## config.mk

```make
export PLATFORM = sky130hd
export DESIGN_NAME = noc_credit_link_tx
export DESIGN_NICKNAME = d
export VERILOG_FILES = /design/src/rtl/noc_credit_link_tx.sv
export SDC_FILE = /design/constraint.sdc
export NUM_CORES = 1
export LEC_CHECK = 0
export ABC_AREA = 1
export CAP_MARGIN = 30
export CORE_UTILIZATION = 37
export DETAILED_ROUTE_END_ITERATION = 12
export HOLD_SLACK_MARGIN = 0.15
export PLACE_DENSITY = 0.82
export SLEW_MARGIN = 40
export SYNTH_ARGS = -nofsm -noshare
export SYNTH_HDL_FRONTEND = slang
export SYNTH_SLANG_ARGS = --single-unit
```

## constraint.sdc

```tcl
create_clock -name clk -period 1.3 [get_ports clk]
set_clock_uncertainty 0.15 [all_clocks]
set_input_delay 0.26 -clock clk [delete_from_list [all_inputs] [get_ports clk]]
set_output_delay 0.26 -clock clk [all_outputs]
set_load 0.02 [all_outputs]
```

## src/rtl/noc_credit_link_tx.sv

```systemverilog
`default_nettype none
// ============================================================================
// Module      : noc_credit_link_tx
// Description : Transmit end of a credit-based router-to-router link. It takes
//               flits from a local valid/ready source and registers them onto
//               the link with one cycle of latency. It keeps a credit counter
//               that mirrors the downstream input buffer, and it checks that a
//               packet keeps a single destination up to its tail flit.
// Ports       : clk, rst_n                 clock, async active-low reset
//               flit_valid/flit_ready      local source handshake
//               flit_data/dest/is_tail     flit from the source
//               data_out/dest_out          registered link payload/destination
//               is_tail_out/send_out       link tail marker, one-cycle send pulse
//               credit_in                  one pulse per freed downstream slot
//               credit_count               credits currently available
//               pkt_count                  tail flits sent (wrapping)
//               err_credit_overflow        sticky, credit while counter full
//               err_dest_change            sticky, dest changed inside a packet
//               stall_cycles               stall statistics (0 when disabled)
// Options     : NOC_CREDIT_TX_STALL_STATS_EN enables the saturating counter of
//               cycles where flit_valid is high and no credits are left.
// Revision    : 1.0 - initial release
// ============================================================================
module noc_credit_link_tx #(
  parameter int FLIT_WIDTH        = 64,
  parameter int DEST_WIDTH        = 4,
  parameter int FLIT_BUFFER_DEPTH = 2,
  parameter int CREDIT_WIDTH      = $clog2(FLIT_BUFFER_DEPTH + 1),
  parameter int PKT_CNT_WIDTH     = 16
) (
  input  logic                     clk,
  input  logic                     rst_n,
  input  logic                     flit_valid,
  output logic                     flit_ready,
  input  logic [FLIT_WIDTH-1:0]    flit_data,
  input  logic [DEST_WIDTH-1:0]    flit_dest,
  input  logic                     flit_is_tail,
  output logic [FLIT_WIDTH-1:0]    data_out,
  output logic [DEST_WIDTH-1:0]    dest_out,
  output logic                     is_tail_out,
  output logic                     send_out,
  input  logic                     credit_in,
  output logic [CREDIT_WIDTH-1:0]  credit_count,
  output logic [PKT_CNT_WIDTH-1:0] pkt_count,
  output logic                     err_credit_overflow,
  output logic                     err_dest_change,
  output logic [31:0]              stall_cycles
);

  localparam logic [CREDIT_WIDTH-1:0] C_CREDIT_MAX = CREDIT_WIDTH'(FLIT_BUFFER_DEPTH);
  localparam logic [CREDIT_WIDTH-1:0] C_CREDIT_ONE = CREDIT_WIDTH'(1);

  typedef enum logic [0:0] {
    IDLE = 1'b0,
    BODY = 1'b1
  } state_t;

  state_t                   r_state;
  state_t                   w_state_next;
  logic [DEST_WIDTH-1:0]    r_pkt_dest;
  logic [DEST_WIDTH-1:0]    w_pkt_dest_next;
  logic                     w_dest_mismatch;

  logic [CREDIT_WIDTH-1:0]  r_credit;
  logic [CREDIT_WIDTH-1:0]  w_credit_next;
  logic                     w_credit_overflow;
  logic                     w_accept;

  logic                     r_send;
  logic                     r_is_tail;
  logic [FLIT_WIDTH-1:0]    r_data;
  logic [DEST_WIDTH-1:0]    r_dest;
  logic [PKT_CNT_WIDTH-1:0] r_pkt_count;
  logic                     r_err_overflow;
  logic                     r_err_dest;

  // Ready depends only on the registered count, so a credit that arrives
  // at zero becomes visible one cycle later.
  assign flit_ready = (r_credit != '0);
  assign w_accept   = flit_valid && flit_ready;

  // Credit bookkeeping: next = count - accept + credit_in, saturating at
  // the buffer depth. An accept needs count > 0, so the counter cannot
  // underflow.
  always_comb begin
    w_credit_next     = r_credit;
    w_credit_overflow = 1'b0;
    case ({w_accept, credit_in})
      2'b10: w_credit_next = r_credit - C_CREDIT_ONE;
      2'b01: begin
        if (r_credit == C_CREDIT_MAX) begin
          w_credit_overflow = 1'b1;
        end else begin
          w_credit_next = r_credit + C_CREDIT_ONE;
        end
      end
      default: w_credit_next = r_credit;
    endcase
  end

  // Framing checker next-state logic. A mismatching flit is still forwarded.
  always_comb begin
    w_state_next    = r_state;
    w_pkt_dest_next = r_pkt_dest;
    w_dest_mismatch = 1'b0;
    if (w_accept) begin
      case (r_state)
        IDLE: begin
          if (!flit_is_tail) begin
            w_state_next    = BODY;
            w_pkt_dest_next = flit_dest;
          end
        end
        BODY: begin
          w_dest_mismatch = (flit_dest != r_pkt_dest);
          if (flit_is_tail) begin
            w_state_next = IDLE;
          end
        end
        default: w_state_next = IDLE;
      endcase
    end
  end

  always_ff @(posedge clk or negedge rst_n) begin
    if (!rst_n) begin
      r_state    <= IDLE;
      r_pkt_dest <= '0;
    end else begin
      r_state    <= w_state_next;
      r_pkt_dest <= w_pkt_dest_next;
    end
  end

  always_ff @(posedge clk or negedge rst_n) begin
    if (!rst_n) begin
      r_credit       <= C_CREDIT_MAX;
      r_send         <= 1'b0;
      r_is_tail      <= 1'b0;
      r_data         <= '0;
      r_dest         <= '0;
      r_pkt_count    <= '0;
      r_err_overflow <= 1'b0;
      r_err_dest     <= 1'b0;
    end else begin
      r_credit <= w_credit_next;
      r_send   <= w_accept;
      // Payload fields hold their last value while nothing is sent.
      if (w_accept) begin
        r_data    <= flit_data;
        r_dest    <= flit_dest;
        r_is_tail <= flit_is_tail;
      end
      if (r_send && r_is_tail) begin
        r_pkt_count <= r_pkt_count + PKT_CNT_WIDTH'(1);
      end
      if (w_credit_overflow) begin
        r_err_overflow <= 1'b1;
      end
      if (w_dest_mismatch) begin
        r_err_dest <= 1'b1;
      end
    end
  end

  assign credit_count        = r_credit;
  assign send_out            = r_send;
  assign is_tail_out         = r_is_tail;
  assign data_out            = r_data;
  assign dest_out            = r_dest;
  assign pkt_count           = r_pkt_count;
  assign err_credit_overflow = r_err_overflow;
  assign err_dest_change     = r_err_dest;

`ifdef NOC_CREDIT_TX_STALL_STATS_EN
  logic [31:0] r_stall_cycles;

  always_ff @(posedge clk or negedge rst_n) begin
    if (!rst_n) begin
      r_stall_cycles <= '0;
    end else if (flit_valid && (r_credit == '0) && (r_stall_cycles != '1)) begin
      r_stall_cycles <= r_stall_cycles + 32'd1;
    end
  end

  assign stall_cycles = r_stall_cycles;
`else
  assign stall_cycles = '0;
`endif

endmodule
`default_nettype wire

```

* Word-level counts from Yosys, hierarchy flattened
Cells that the tools add are included.
** Word-level totals
- Input bits :: 73
- Output and inout port bits :: 123
- Logic and storage cells :: 33
- Register bits after elaboration :: 95
** Cells by class
- Bitwise operators :: 2
- Eq/ne operators :: 5
- Multiplexer cells :: 7
- Add/sub/neg operators :: 3
- Reduce and logical (&&, ||, !) cells :: 6
** Operators by type and width (count)
- 16-bit by 1-bit adder with 16-bit output, second input constant :: 1
- 1-bit two-way mux :: 5
- 2-bit equality test, second input constant :: 2
- 4-bit inequality test :: 1
- 2-bit case mux with 2 select lines :: 1
- 2-bit nonzero test :: 2
- 3-bit AND reduction :: 1
- 2-bit by 1-bit adder with 2-bit output, second input constant :: 1
- 2-bit by 1-bit equality test with 1-bit output, second input constant :: 1
- 1-bit logical AND :: 2
- 2-bit two-way mux :: 1
- 2-bit inequality test, second input constant :: 1
- 1-bit inverter :: 2
- 2-bit AND reduction :: 1
- 2-bit by 1-bit subtractor with 2-bit output, second input constant :: 1

* Logic depth before layout (Yosys ltp)
- Depth in word-level cells :: 5
- Mapped depth :: 8
- Depth with buffers taken out :: 8

* Worst setup path after synthesis
No wires, ideal clock.
- Kind :: reg2reg
- Start point :: register r_pkt_count[0] (netlist: pkt_count[0])
- End point :: register r_pkt_count[8] (netlist: pkt_count[8])
- Setup time :: 0.130 ns
- Required time :: 1.020 ns
- Path slack :: -0.226 ns
- Clock period less this slack :: 1.526 ns
- Stages on the path, launching flop included :: 6
- Arrival time :: 1.245 ns
- Buffers on the path :: 0
- Cells stage by stage :: dfrtp_1 ha_1 nand3_1 nor2_2 nand2_1 xnor2_1
** Between the ends
- Cells in the longest elaborated chain, start to end :: 1
** Ends and longest elaborated chain
- from (decl) :: line 73 : logic [PKT_CNT_WIDTH-1:0] r_pkt_count;
- from (signal assigned) :: line 155 : r_pkt_count <= r_pkt_count + PKT_CNT_WIDTH'(1);
- 16-bit by 1-bit adder with 16-bit output :: line 155
Every way passes these cells.
A chain may end at the register's enable or synchronous reset.

* Worst setup path in the final report
- Start point :: register r_credit[1] (netlist: credit_count[1])
- End point :: register r_data[1] (netlist: data_out[1])
** Between the ends
- Cells in the longest elaborated chain, start to end :: 2
** Ends and longest elaborated chain
- from (decl) :: line 64 : logic [CREDIT_WIDTH-1:0] r_credit;
- from (signal assigned) :: line 146 : r_credit <= w_credit_next;
- 2-bit nonzero test :: line 79 : assign flit_ready = (r_credit != '0);
- 1-bit logical AND :: line 80 : assign w_accept = flit_valid && flit_ready;
- to (signal assigned) :: line 150 : r_data <= flit_data;
- to (decl) :: line 71 : logic [FLIT_WIDTH-1:0] r_data;
Every way passes these cells.

==> impl_metrics.csv <==
group,metric,value,unit
status,outcome,"finished, violations left",
status,failed_checks,"negative setup slack",
floorplanning,pin_count,196,
placed_design,dp.cells,807,
synthesis,syn_inst,479,
synthesis,ys_async_sr_fraction,100,%
critical_path,required,1.42,ns
sta,min_period,1.52,ns
route,wl_per_cell,14.2,µm
clock_tree,clk_latency,0.33,ns
route,dr.pass1.iters,4,
clock_tree,cts_max_level,3,
power_and_ir_drop,clock_power_share,16.4,%
grt,grt_overflow,0,
route,vias,3905,
sta,max_clock_freq,656,MHz
grt,grt_pass1_vias,3704,
placed_design,gp_congestion,0.798,
synthesis,synth_edf_count,0,
clock_tree,cts_made_buffers,9,
clock_tree,cts_tree,"yes",
sta,min_period_over_period,117,%
sta,setup_viol,98,
critical_path,arrival,1.64,ns
layout,mostFrequentLayoutCells,"227 x nand2_1, 81 x dfrtp_1, 80 x buf_6",
sta,setup_slack,-0.225,ns
power_and_ir_drop,power_density,2380,nW/µm²
floorplanning,core_area,10900,µm²
synthesis,synth_cell_types,25,
route,drc,0,
clock_tree,clock-sinks,95,
sta,drv_slew,0,
power_and_ir_drop,swShare,38.3,%
route,drt-total-wl,12200,µm
floorplanning,rows,38,
power_and_ir_drop,p_int,10500,µW
critical_path,cp_max_fo,11,
sta,rsz0062_at_grt,"yes",
grt,track_usage,19.8,%
floorplanning,die_w,108,µm
placed_design,port_buffers,163,
placed_design,pre_cts_ws,-0.349,ns
grt,antenna_found_initial,0,
synthesis,synth_top_area_cell,"dfrtp_1",
power_and_ir_drop,ir_drop,1.38,mV
route,avgViaCountPerCell,4.55,
synthesis,synth_ff_type,"dfrtp_1",
critical_path,startpoint_type,"register",
synthesis,yosysSeqAreaShare,57.0,%
sta,hold_viol_final,0,
floorplanning,die_area,11700,µm²
worst_hold_path,hp-class,"input pin to async pin",
synthesis,synth_top_area_share,56.4,%
clock_tree,clock_path_buffers,2,
layout,synthToLayoutAreaGrowth,70.7,%
job,maxCapViolCount,0,
synthesis,synth_area_leaders,"dfrtp_1 56%, nand2_1 23%, buf_4 6.5%",
synthesis,avgSynthCellArea,8.71,µm²
critical_path,critPathKind,"register to register",
route,initialDrtViolationCount,190,
critical_path,endpoint_kind,"register",
clock_tree,clock_tree.root_cell,"clkbuf_16",
synthesis,synth_area,4170,µm²
clock_tree,clk_pin_slew,0.06,ns
layout,layout.nets,789,
synthesis,synth_warnings,0,
power_and_ir_drop,switchingPower,6490,µW
power_and_ir_drop,power_frac_seq,31.1,%
route,ant_nets,0,
grt,grt_max_degree,55,
layout,n_antenna_cell,0,
layout,final_cells,859,
power_and_ir_drop,p_leak,0.00367,µW
floorplanning,die_y,108,µm
power_and_ir_drop,combPwrFrac,52.5,%
grt,grt_first_pass_wirelength,17800,µm
synthesis,ys_ff_latch,95,
floorplanning,start_util,38.2,%
layout,final_area,7120,µm²
layout,final_common_cell,"nand2_1",
placed_design,dp_hpwl,7510,µm
placed_design,dpl_cell_area,6180,µm²
layout,drive_gt1_share,34.5,%
[per-layer routing]
layer / wire [µm] / global-route usage [%] / vias up
li1: - / - / 1872
met1: 4890 / 23.7 / 1872
met2: 6450 / 35.2 / 143
met3: 602 / 3.56 / 18
met4: 214 / 7.63 / 0
met5: 0 / 0 / -
[cell type report]
class                      count  area, µm²
sequential                    95       2390
inverter                      20       87.6
fill                         851       3810
tap                          140        175
clock buffer                  12        246
clock inverter                 3       67.6
multi-input combinational    348       1690
timing repair buffer         241       2470
[power groups by stage]
stage,clock network (µW),logic [µW],registers (µW)
floorplan,0,2230,6590
global placement,0,7290,5020
detailed placement,0,7470,5060
CTS,2850,7390,5050
global route,2990,9460,5390
finish,2790,8900,5260
[path summary, 6_finish.rpt]
kind                            cells after the start              end       startpoint  slack (ns)
max in group asynchronous                           3  credit_count[1]            rst_n        0.36
worst max register to register                      8      data_out[1]  credit_count[1]       -0.22
worst min register to register                      2      data_out[8]      data_out[8]        0.32
min in group clk                                    3     data_out[59]    flit_data[59]        0.31
worst min-delay path                                3     data_out[12]            rst_n        0.31
worst max-delay path                                8      data_out[1]  credit_count[1]       -0.22
[metrics by stage]
step / hold WS (ns) / setup TNS, ns / total power [µW] / util (%)
final: 0.308 / -16.27 / 16900 / 65.1
after global routing: 0.299 / -23.09 / 17800 / 65.1
after CTS: 0.300 / -16.05 / 15300 / 59.5
after detailed placement: 0.116 / -27.71 / 12500 / 56.5
after global placement: 0.108 / -24.64 / 12300 / 56.5
after floorplan: -0.186 / -11.98 / 8830 / -
[synthesized netlist by cell type, drive strengths merged, types with 2 or more instances]
library cell	instances
nand3	10
inv	20
xnor2	4
nand3b	3
nand2	254
o21bai	2
o21ai	9
nor3	2
buf	47
xor2	6
nor2	19
dfrtp	94
nand4	5
[critical path, cell delays in order, from the launching register on]
cell and delay [ns]:
dfstp_2 0.54, inv_2 0.05, nand2_4 0.05, buf_6 0.11
nand2_8 0.11, inv_12 0.15, clkbuf_16 0.18, nand2_1 0.05
nand2_1 0.06
[timing repair]
item / 4_1_cts / 5_1_grt
cloned: 5 / 1
setup endpoints to repair: 184 / 167
hold buffers: 1 / 0
pin swaps: 12 / 16
setup buffers: 8 / 22
endpoints found under the hold margin: 95 / 0
gates resized for setup: 447 / 134
[registers in the layout, indices dropped and copies added (netlist names)]
| name | flops |
|---|---|
| is_tail_out | 1 |
| err_credit_overflow | 1 |
| r_pkt_dest | 4 |
| dest_out | 4 |
| data_out | 64 |
| r_state | 1 |
| credit_count | 2 |
| pkt_count | 16 |
| send_out | 1 |
| err_dest_change | 1 |
[cell families (layout without fill, tap and decap cells)]
group / count (synthesis) / after routing / synth area share (%)
multiplexers: 1 / 1 / 0.270
AO/OA/AOI/OAI: 11 / 11 / 1.44
adder cells (fa/ha/maj): 1 / 1 / 0.300
AND/OR/NAND/NOR: 293 / 293 / 28.5
flip-flops: 95 / 95 / 57.0
XOR/XNOR: 10 / 10 / 2.10
other: 1 / 32 / 0.0899
buffers and inverters: 67 / 276 / 10.3
No activity file was read; power rests on OpenSTA's default activity.
